## config.mk

```make
export PLATFORM = sky130hd
export DESIGN_NAME = reg_bank_p_flat
export DESIGN_NICKNAME = d
export VERILOG_FILES = /design/src/rtl/reg_bank_p_if.sv /design/src/rtl/reg_bank_p.sv /design/src/flat_wrapper.sv
export SDC_FILE = /design/constraint.sdc
export NUM_CORES = 1
export LEC_CHECK = 0
export CAP_MARGIN = 0
export CORE_MARGIN = 2
export CORE_UTILIZATION = 61
export DETAILED_ROUTE_END_ITERATION = 12
export PLACE_DENSITY_LB_ADDON = 0.3
export SYNTH_ARGS = -nofsm -noshare
export SYNTH_HDL_FRONTEND = slang
export SYNTH_SLANG_ARGS = --single-unit
```

## constraint.sdc

```tcl
create_clock -name clk -period 3.7 [get_ports clk]
set_input_delay 0.74 -clock clk [delete_from_list [all_inputs] [get_ports clk]]
set_output_delay 0.74 -clock clk [all_outputs]
set_load 0.05 [all_outputs]
```

## src/rtl/reg_bank_p_if.sv

```systemverilog
// Memory handshake used by reg_bank_p to move its working register to and from memory.
// The bank is the master: it raises requests, memory answers with ack and read data.
interface reg_bank_p_if #(
    parameter int unsigned DW = 16
);
    logic          mem_req;
    logic          mem_we;
    logic [DW-1:0] mem_wdata;
    logic [DW-1:0] mem_rdata;
    logic          mem_ack;

    modport master (
        output mem_req,
        output mem_we,
        output mem_wdata,
        input  mem_rdata,
        input  mem_ack
    );

    modport slave (
        input  mem_req,
        input  mem_we,
        input  mem_wdata,
        output mem_rdata,
        output mem_ack
    );
endinterface

```

## src/rtl/reg_bank_p.sv

```systemverilog
// Register bank with write bus C, two registered read ports, I/O port registers and a
// working register that can be transferred to/from memory under a timeout-guarded FSM.
module reg_bank_p #(
    parameter int unsigned DW      = 16,
    parameter int unsigned NREG    = 36,
    parameter int unsigned AW      = $clog2(NREG),
    parameter int unsigned WR_IDX  = 34,
    parameter int unsigned AUX_IDX = 35,
    parameter int unsigned PO0_IDX = 30,
    parameter int unsigned PO1_IDX = 31,
    parameter int unsigned PI0_IDX = 32,
    parameter int unsigned PI1_IDX = 33,
    parameter int unsigned TIMEOUT = 15
) (
    input  logic          clk,
    input  logic          rst_n,
    input  logic [AW-1:0] c_addr,
    input  logic [DW-1:0] c_data,
    input  logic          wr_en,
    input  logic          wr_wr_en,
    input  logic          aux_en,
    input  logic [AW-1:0] a_addr,
    input  logic [AW-1:0] b_addr,
    input  logic          rd_en,
    output logic [DW-1:0] a_data,
    output logic [DW-1:0] b_data,
    input  logic          mem_rd,
    input  logic          mem_wr,
    output logic          busy,
    output logic          mem_err,
    input  logic [DW-1:0] pi0,
    input  logic [DW-1:0] pi1,
    output logic [DW-1:0] po0,
    output logic [DW-1:0] po1,
    output logic [DW-1:0] wr_q,
    output logic [DW-1:0] aux_q,
    reg_bank_p_if.master  mem
);
    localparam int unsigned CW = $clog2(TIMEOUT + 1);

    localparam logic [AW-1:0] WrA  = AW'(WR_IDX);
    localparam logic [AW-1:0] AuxA = AW'(AUX_IDX);
    localparam logic [AW-1:0] Pi0A = AW'(PI0_IDX);
    localparam logic [AW-1:0] Pi1A = AW'(PI1_IDX);

    typedef enum logic [1:0] {StIdle, StRdWait, StWrWait} state_e;

    logic [DW-1:0] regs_q [NREG];
    logic [DW-1:0] regs_d [NREG];
    logic [DW-1:0] a_data_q, b_data_q, a_data_d, b_data_d;
    logic [DW-1:0] mem_wdata_q;
    logic [CW-1:0] cnt_q;
    state_e        state_q;
    logic          mem_req_q, mem_we_q, busy_q, mem_err_q;

    logic gen_wr_ok, wr_wr_ok, rd_done;

    assign gen_wr_ok = wr_en && (32'(c_addr) < NREG) && (c_addr != WrA) && (c_addr != AuxA)
                       && (c_addr != Pi0A) && (c_addr != Pi1A);
    // Working register is owned by the memory read while one is outstanding.
    assign wr_wr_ok  = wr_wr_en && (c_addr == WrA) && (state_q != StRdWait);
    assign rd_done   = (state_q == StRdWait) && mem.mem_ack;

    // Next-state register image; reads and mem_wdata latch from it to get write-through.
    always_comb begin
        for (int i = 0; i < NREG; i++) begin
            regs_d[i] = regs_q[i];
            if (gen_wr_ok && (c_addr == AW'(i))) begin
                regs_d[i] = c_data;
            end
        end
        regs_d[PI0_IDX] = pi0;
        regs_d[PI1_IDX] = pi1;
        if (aux_en) begin
            regs_d[AUX_IDX] = c_data;
        end
        if (rd_done) begin
            regs_d[WR_IDX] = mem.mem_rdata;
        end else if (wr_wr_ok) begin
            regs_d[WR_IDX] = c_data;
        end
    end

    always_comb begin
        a_data_d = '0;
        b_data_d = '0;
        for (int i = 0; i < NREG; i++) begin
            if (a_addr == AW'(i)) begin
                a_data_d = regs_d[i];
            end
            if (b_addr == AW'(i)) begin
                b_data_d = regs_d[i];
            end
        end
    end

    always_ff @(posedge clk or negedge rst_n) begin
        if (!rst_n) begin
            for (int i = 0; i < NREG; i++) begin
                regs_q[i] <= '0;
            end
            a_data_q <= '0;
            b_data_q <= '0;
        end else begin
            regs_q <= regs_d;
            if (rd_en) begin
                a_data_q <= a_data_d;
                b_data_q <= b_data_d;
            end
        end
    end

    always_ff @(posedge clk or negedge rst_n) begin
        if (!rst_n) begin
            state_q     <= StIdle;
            cnt_q       <= '0;
            mem_req_q   <= 1'b0;
            mem_we_q    <= 1'b0;
            busy_q      <= 1'b0;
            mem_err_q   <= 1'b0;
            mem_wdata_q <= '0;
        end else begin
            unique case (state_q)
                StIdle: begin
                    if (mem_rd) begin
                        state_q   <= StRdWait;
                        cnt_q     <= CW'(1);
                        mem_req_q <= 1'b1;
                        mem_we_q  <= 1'b0;
                        busy_q    <= 1'b1;
                        mem_err_q <= 1'b0;
                    end else if (mem_wr) begin
                        state_q     <= StWrWait;
                        cnt_q       <= CW'(1);
                        mem_req_q   <= 1'b1;
                        mem_we_q    <= 1'b1;
                        busy_q      <= 1'b1;
                        mem_err_q   <= 1'b0;
                        mem_wdata_q <= regs_d[WR_IDX];
                    end
                end
                StRdWait, StWrWait: begin
                    // cnt_q is the number of the current wait cycle; ack on the last one wins.
                    if (mem.mem_ack) begin
                        state_q   <= StIdle;
                        cnt_q     <= '0;
                        mem_req_q <= 1'b0;
                        mem_we_q  <= 1'b0;
                        busy_q    <= 1'b0;
                    end else if (cnt_q == CW'(TIMEOUT)) begin
                        state_q   <= StIdle;
                        cnt_q     <= '0;
                        mem_req_q <= 1'b0;
                        mem_we_q  <= 1'b0;
                        busy_q    <= 1'b0;
                        mem_err_q <= 1'b1;
                    end else begin
                        cnt_q <= cnt_q + CW'(1);
                    end
                end
                default: begin
                    state_q   <= StIdle;
                    cnt_q     <= '0;
                    mem_req_q <= 1'b0;
                    mem_we_q  <= 1'b0;
                    busy_q    <= 1'b0;
                end
            endcase
        end
    end

    assign a_data        = a_data_q;
    assign b_data        = b_data_q;
    assign busy          = busy_q;
    assign mem_err       = mem_err_q;
    assign po0           = regs_q[PO0_IDX];
    assign po1           = regs_q[PO1_IDX];
    assign wr_q          = regs_q[WR_IDX];
    assign aux_q         = regs_q[AUX_IDX];
    assign mem.mem_req   = mem_req_q;
    assign mem.mem_we    = mem_we_q;
    assign mem.mem_wdata = mem_wdata_q;

endmodule
```

## src/flat_wrapper.sv

```systemverilog
// flat-port wrapper written by rule: the top's interface ports become plain ports
module reg_bank_p_flat 
#(
    parameter int unsigned DW      = 16,
    parameter int unsigned NREG    = 36,
    parameter int unsigned AW      = $clog2(NREG),
    parameter int unsigned WR_IDX  = 34,
    parameter int unsigned AUX_IDX = 35,
    parameter int unsigned PO0_IDX = 30,
    parameter int unsigned PO1_IDX = 31,
    parameter int unsigned PI0_IDX = 32,
    parameter int unsigned PI1_IDX = 33,
    parameter int unsigned TIMEOUT = 15
)
  (clk, rst_n, c_addr, c_data, wr_en, wr_wr_en, aux_en, a_addr, b_addr, rd_en, a_data, b_data, mem_rd, mem_wr, busy, mem_err, pi0, pi1, po0, po1, wr_q, aux_q, mem_mem_req, mem_mem_we, mem_mem_wdata, mem_mem_rdata, mem_mem_ack);
  reg_bank_p_if #(.DW(DW)) mem_i ();
  input  logic clk;
  input  logic rst_n;
  input  logic [AW-1:0] c_addr;
  input  logic [DW-1:0] c_data;
  input  logic wr_en;
  input  logic wr_wr_en;
  input  logic aux_en;
  input  logic [AW-1:0] a_addr;
  input  logic [AW-1:0] b_addr;
  input  logic rd_en;
  output logic [DW-1:0] a_data;
  output logic [DW-1:0] b_data;
  input  logic mem_rd;
  input  logic mem_wr;
  output logic busy;
  output logic mem_err;
  input  logic [DW-1:0] pi0;
  input  logic [DW-1:0] pi1;
  output logic [DW-1:0] po0;
  output logic [DW-1:0] po1;
  output logic [DW-1:0] wr_q;
  output logic [DW-1:0] aux_q;
  output wire logic [$bits(mem_i.mem_req)-1:0] mem_mem_req;
  output wire logic [$bits(mem_i.mem_we)-1:0] mem_mem_we;
  output wire logic [$bits(mem_i.mem_wdata)-1:0] mem_mem_wdata;
  input wire logic [$bits(mem_i.mem_rdata)-1:0] mem_mem_rdata;
  input wire logic [$bits(mem_i.mem_ack)-1:0] mem_mem_ack;
  assign mem_mem_req = mem_i.mem_req;
  assign mem_mem_we = mem_i.mem_we;
  assign mem_mem_wdata = mem_i.mem_wdata;
  assign mem_i.mem_rdata = mem_mem_rdata;
  assign mem_i.mem_ack = mem_mem_ack;
  reg_bank_p #(.DW(DW), .NREG(NREG), .AW(AW), .WR_IDX(WR_IDX), .AUX_IDX(AUX_IDX), .PO0_IDX(PO0_IDX), .PO1_IDX(PO1_IDX), .PI0_IDX(PI0_IDX), .PI1_IDX(PI1_IDX), .TIMEOUT(TIMEOUT)) u_core (.clk(clk), .rst_n(rst_n), .c_addr(c_addr), .c_data(c_data), .wr_en(wr_en), .wr_wr_en(wr_wr_en), .aux_en(aux_en), .a_addr(a_addr), .b_addr(b_addr), .rd_en(rd_en), .a_data(a_data), .b_data(b_data), .mem_rd(mem_rd), .mem_wr(mem_wr), .busy(busy), .mem_err(mem_err), .pi0(pi0), .pi1(pi1), .po0(po0), .po1(po1), .wr_q(wr_q), .aux_q(aux_q), .mem(mem_i));
endmodule
```

==> metrics.cfg, run 1 <==
[grt]
grt.total_usage_pct = 87.5
grt_max_degree = 105
grt_overflow_total = 1130
grt_pass1_vias = 51700
grt_pass1_wl_mm = 368

[clock_network]
htreeDepth = 3
cts_setup_buffers = 0
clk_root_buffer_cell = clkbuf_16
cts-buffers-inserted = 66
clock_sinks = 600
clockBufferDepth = 3

[floorplan]
io_pins = 207
die_h_um = 240
initial_core_util_pct = 61.6
rows = 86
dieWidth_um = 240

[synth]
syn_area_um2 = 34000
ys_warn_count = 0
synth-seq-area-share_pct = 44.2
syn-num-nets = 3777
ys_types = 97
synth_area_per_cell_um2 = 9.22
async_flop_share_pct = 100
syn_inst = 3682
synth_edf_count = 0
synth-main-ff-cell = dfrtp_1
ys_ff_latch = 600

[outcome]
error_line = [ERROR GRT-0116] Global routing finished with congestion. Check the congestion regions in the DRC Viewer.
lastStage = 5_1_grt
status = did not finish

[place]
dp_hpwl_mm = 142
port_buffers = 206
gp_congestion = 1.33

kinds of logic after synthesis:
logic type                 after synthesis  synth area share (%)
AOI/OAI and AO/OA                     1159                  21.9
and+or+nand+nor                        837                  11.7
buffers and inverters                  629                  8.00
DFF                                    600                  44.2
muxes                                  453                  14.1
adders and majority gates                4                 0.147
per-stage QoR:
step / area, um2 / cells / hold WS [ps] / TNS (ps) / setup WS [ps]
after global placement: 45200 / 5522 / 463 / -15900 / -1080
after detailed placement: 45200 / 5522 / 475 / -17680 / -1070
after floorplan: 34000 / 3682 / 444 / 0 / 321
after CTS: 47500 / 5636 / 137 / 0 / 0.159
synthesized netlist by cell type (8+ instances only):
master     number  share of area [%]
mux2i_1       278                8.2
buf_1          21               0.23
clkbuf_1      191                2.1
a211o_1        18               0.46
nor3_1         54               0.80
nor2b_1        15               0.28
a221o_1        12               0.35
a2111oi_0      37               0.95
o21a_1          8               0.18
nand4_1        12               0.22
nand2_1       317                3.5
nand3_1        88                1.3
nor2_2          8               0.15
a21oi_1       286                4.2
and3_1          8               0.15
a211oi_1       56                1.2
a22o_1         13               0.34
o21ai_1         8               0.12
a2bb2oi_1      10               0.26
o31ai_1        19               0.42
o21ai_0       265                3.9
buf_2          38               0.56
o22ai_1       161                3.0
a221oi_1       39                1.0
nor2_1        213                2.4
inv_1         297                3.3
nor4_1         18               0.33
or3_1          11               0.20
a21o_1          8               0.18
o2111ai_1      16               0.41
dfrtp_1       600                 44
nand2b_1       13               0.24
o211ai_1       38               0.84
and2_1         11               0.20
o221ai_1       26               0.67
mux2_2        173                5.7
a31oi_1        19               0.35
buf_4          76                1.7
a22oi_1        52                1.1
routing by layer:
layer,GRT usage (%),overflow
met1,86.0,104
met2,96.4,560
met3,81.0,96
met4,87.4,349
met5,65.6,21
what timing repair did:
action,in CTS
endpoints found under the setup margin,22
hold endpoints to repair,0
hold buffers,0
pin swaps,3
resized for setup,52
==> run 2, diff against run 1 <==
CORE_UTILIZATION = 40   (was 61)
PLACE_DENSITY_LB_ADDON = 0.15   (was 0.3)
==> metrics.cfg, run 2 <==
[layout]
fin_nets = 5196
utilization_pct = 60.5
stdcell_area_um2 = 50700
final_common_cell = buf_4
largest_reg_flops = 480
stdcell_count = 6291
final_cell_mix = buf_4, dfrtp_1, nand2_1, inv_1, a21oi_1
layout-drive-gt1-share_pct = 36.2
max_flop_register = u_core.regs_q
area_growth_syn_to_layout_pct = 49.3
fillers = 7539

[clock_network]
clk_latency_ps = 650
clockBufferDepth = 3
cts-buffers-inserted = 74
clock_sinks = 600
holdBufCountCts = 0
clk_root_buffer_cell = clkbuf_16
path_clk_slew_ps = 60
htreeDepth = 3
cts_tree = built

[place]
dp_hpwl_mm = 168
placed_cell_area_um2 = 47800
place_ws_ps = -1430
gp_congestion = 1.12
place_inst = 6147
port_buffers = 206

[synth]
synth_top_area_share_pct = 44.2
syn_inst = 3682
ys_types = 97
synth-seq-area-share_pct = 44.2
yosysMostFrequentCell = dfrtp_1
ys_warn_count = 0
syn_area_um2 = 34000
synth_edf_count = 0
ys_ff_latch = 600
synth_area_per_cell_um2 = 9.22
async_flop_share_pct = 100
syn-num-nets = 3777
synth.largest_area_cell = dfrtp_1
yosys-top-cells-area = dfrtp_1, mux2i_1, mux2_2
netlist_top_cells_count = dfrtp_1, nand2_1, inv_1
synth-main-ff-cell = dfrtp_1

[grt]
grt_overflow_total = 0
grt_pass1_wl_mm = 297
grt_max_degree = 79
grt.total_usage_pct = 48.8
grt_pass1_vias = 38200
antenna_found_initial = 12

[detailed_routing]
dr.pass1.iters = 8
viasPerCell = 6.30
vias = 39700
wl_per_cell_um = 34.4
dr.first_iter.drc_count = 6135
detail-route-antenna-nets = 0
routed_wl_mm = 217
drc_errors = 0

[power]
vdd_ir_drop_max_uv = 507
power_density_nw_per_um2 = 443
leakage_nw = 25.7
power.total_mw = 22.5

[timing]
fin_ws_ps = 1.15
relSlewSlack_pct = 32.8
rsz0062_at_grt = no
slew_viol_final = 0
fin_crit_ps = 3700
clock.fmax_mhz = 270
finalCritPeriodShare_pct = 100
finalClockSkew_ps = 29.6
tns_ps = 0
worstMarginPinSlew_ps = 995
hold_slack_ps = 169
finalSetupViolCount = 0
final_hold_viol_count = 0

[run]
maxCapViolations = 0

[floorplan]
die_h_um = 295
dieArea_um2 = 87200
initial_core_util_pct = 40.5
dieWidth_um = 295
rows = 106
io_pins = 207
core_um2 = 83800

[setup_path]
endpoint_kind = flip-flop
crit_fanout = 9
criticalPathCategory = input port to flip-flop
critPathLaunch = b_addr[3]
arrival_ps = 4290
r2r_cells = 14
rrSetupSlack_ps = 140
cp.required_ps = 4290
cp-start-kind = input port
rr_endpoint = u_core.b_data[14]
r2r_start = u_core.mem.mem_we

[outcome]
status = completed

[min_path]
hp-class = input port to async pin

-- run 2: worst max path at each step --
stage	to	slack [ps]	cells past startpoint
floorplan	u_core.a_data[6]	320	10
global placement	u_core.a_data[9]	-1410	13
detailed placement	u_core.a_data[9]	-1430	13
CTS	u_core.a_data[9]	-5	16
global route	u_core.b_data[14]	30	14
finish	u_core.b_data[12]	1	15
-- run 2: power breakdown --
| group | leakage (nW) | switching (mW) | internal, mW |
|---|---|---|---|
| sequential | 7.92 | 0.435 | 7.54 |
| clock | 1.13 | 3.14 | 4.20 |
| combinational | 16.6 | 4.32 | 2.84 |
-- run 2: cells by family (layout without fill, tap and decap cells) --
family	count (synthesis)	count (layout)	synth area share, %
AOI/OAI and AO/OA	1159	1159	21.9
DFF	600	600	44.2
and+or+nand+nor	837	837	11.7
other	0	11	0
adders and majority gates	4	4	0.147
buffers and inverters	629	2093	8.00
muxes	453	453	14.1
-- run 2: what timing repair did --
| item | in CTS | in global routing |
|---|---|---|
| pin swaps | 5 | 21 |
| gates resized for setup | 42 | 77 |
| endpoints found under the setup margin | 15 | 27 |
| gates cloned | 0 | 4 |
| buffers inserted | 0 | 8 |
-- run 2: per-layer routing --
| metal | vias to the layer above | track usage, % | wire length, um |
|---|---|---|---|
| met3 | 899 | 15.5 | 28600 |
| met1 | 19200 | 62.7 | 81000 |
| met5 | - | 0 | 41 |
| met4 | 6 | 36.7 | 20000 |
| met2 | 3404 | 68.3 | 86900 |
| li1 | 16200 | - | - |
-- run 2: worst max-delay path, stage by stage --
cell and delay [ps]:
clkdlybuf4s50_1 550, buf_4 210, nor2b_1 230, nand2_1 120, buf_4 200, nor2_2 360, buf_4 220, buf_4 230
a211oi_1 70, o21ai_0 100, buf_4 150, a21oi_1 100, buf_4 170, a211oi_1 570, a21bo_2 230
-- run 2: final cells by class --
type	instances	area [um2]	area share (%)
clock buffers	102	2080	4.11
flip-flops and latches	600	15000	29.6
inverters	300	1130	2.22
repair buffers	1672	14200	27.9
diodes	11	27.5	0.0543
multi-input cells	2453	16600	32.8
clock inverters	19	244	0.481
well taps	1134	1420	2.80
Note: power is estimated with default switching activity, not from simulation.
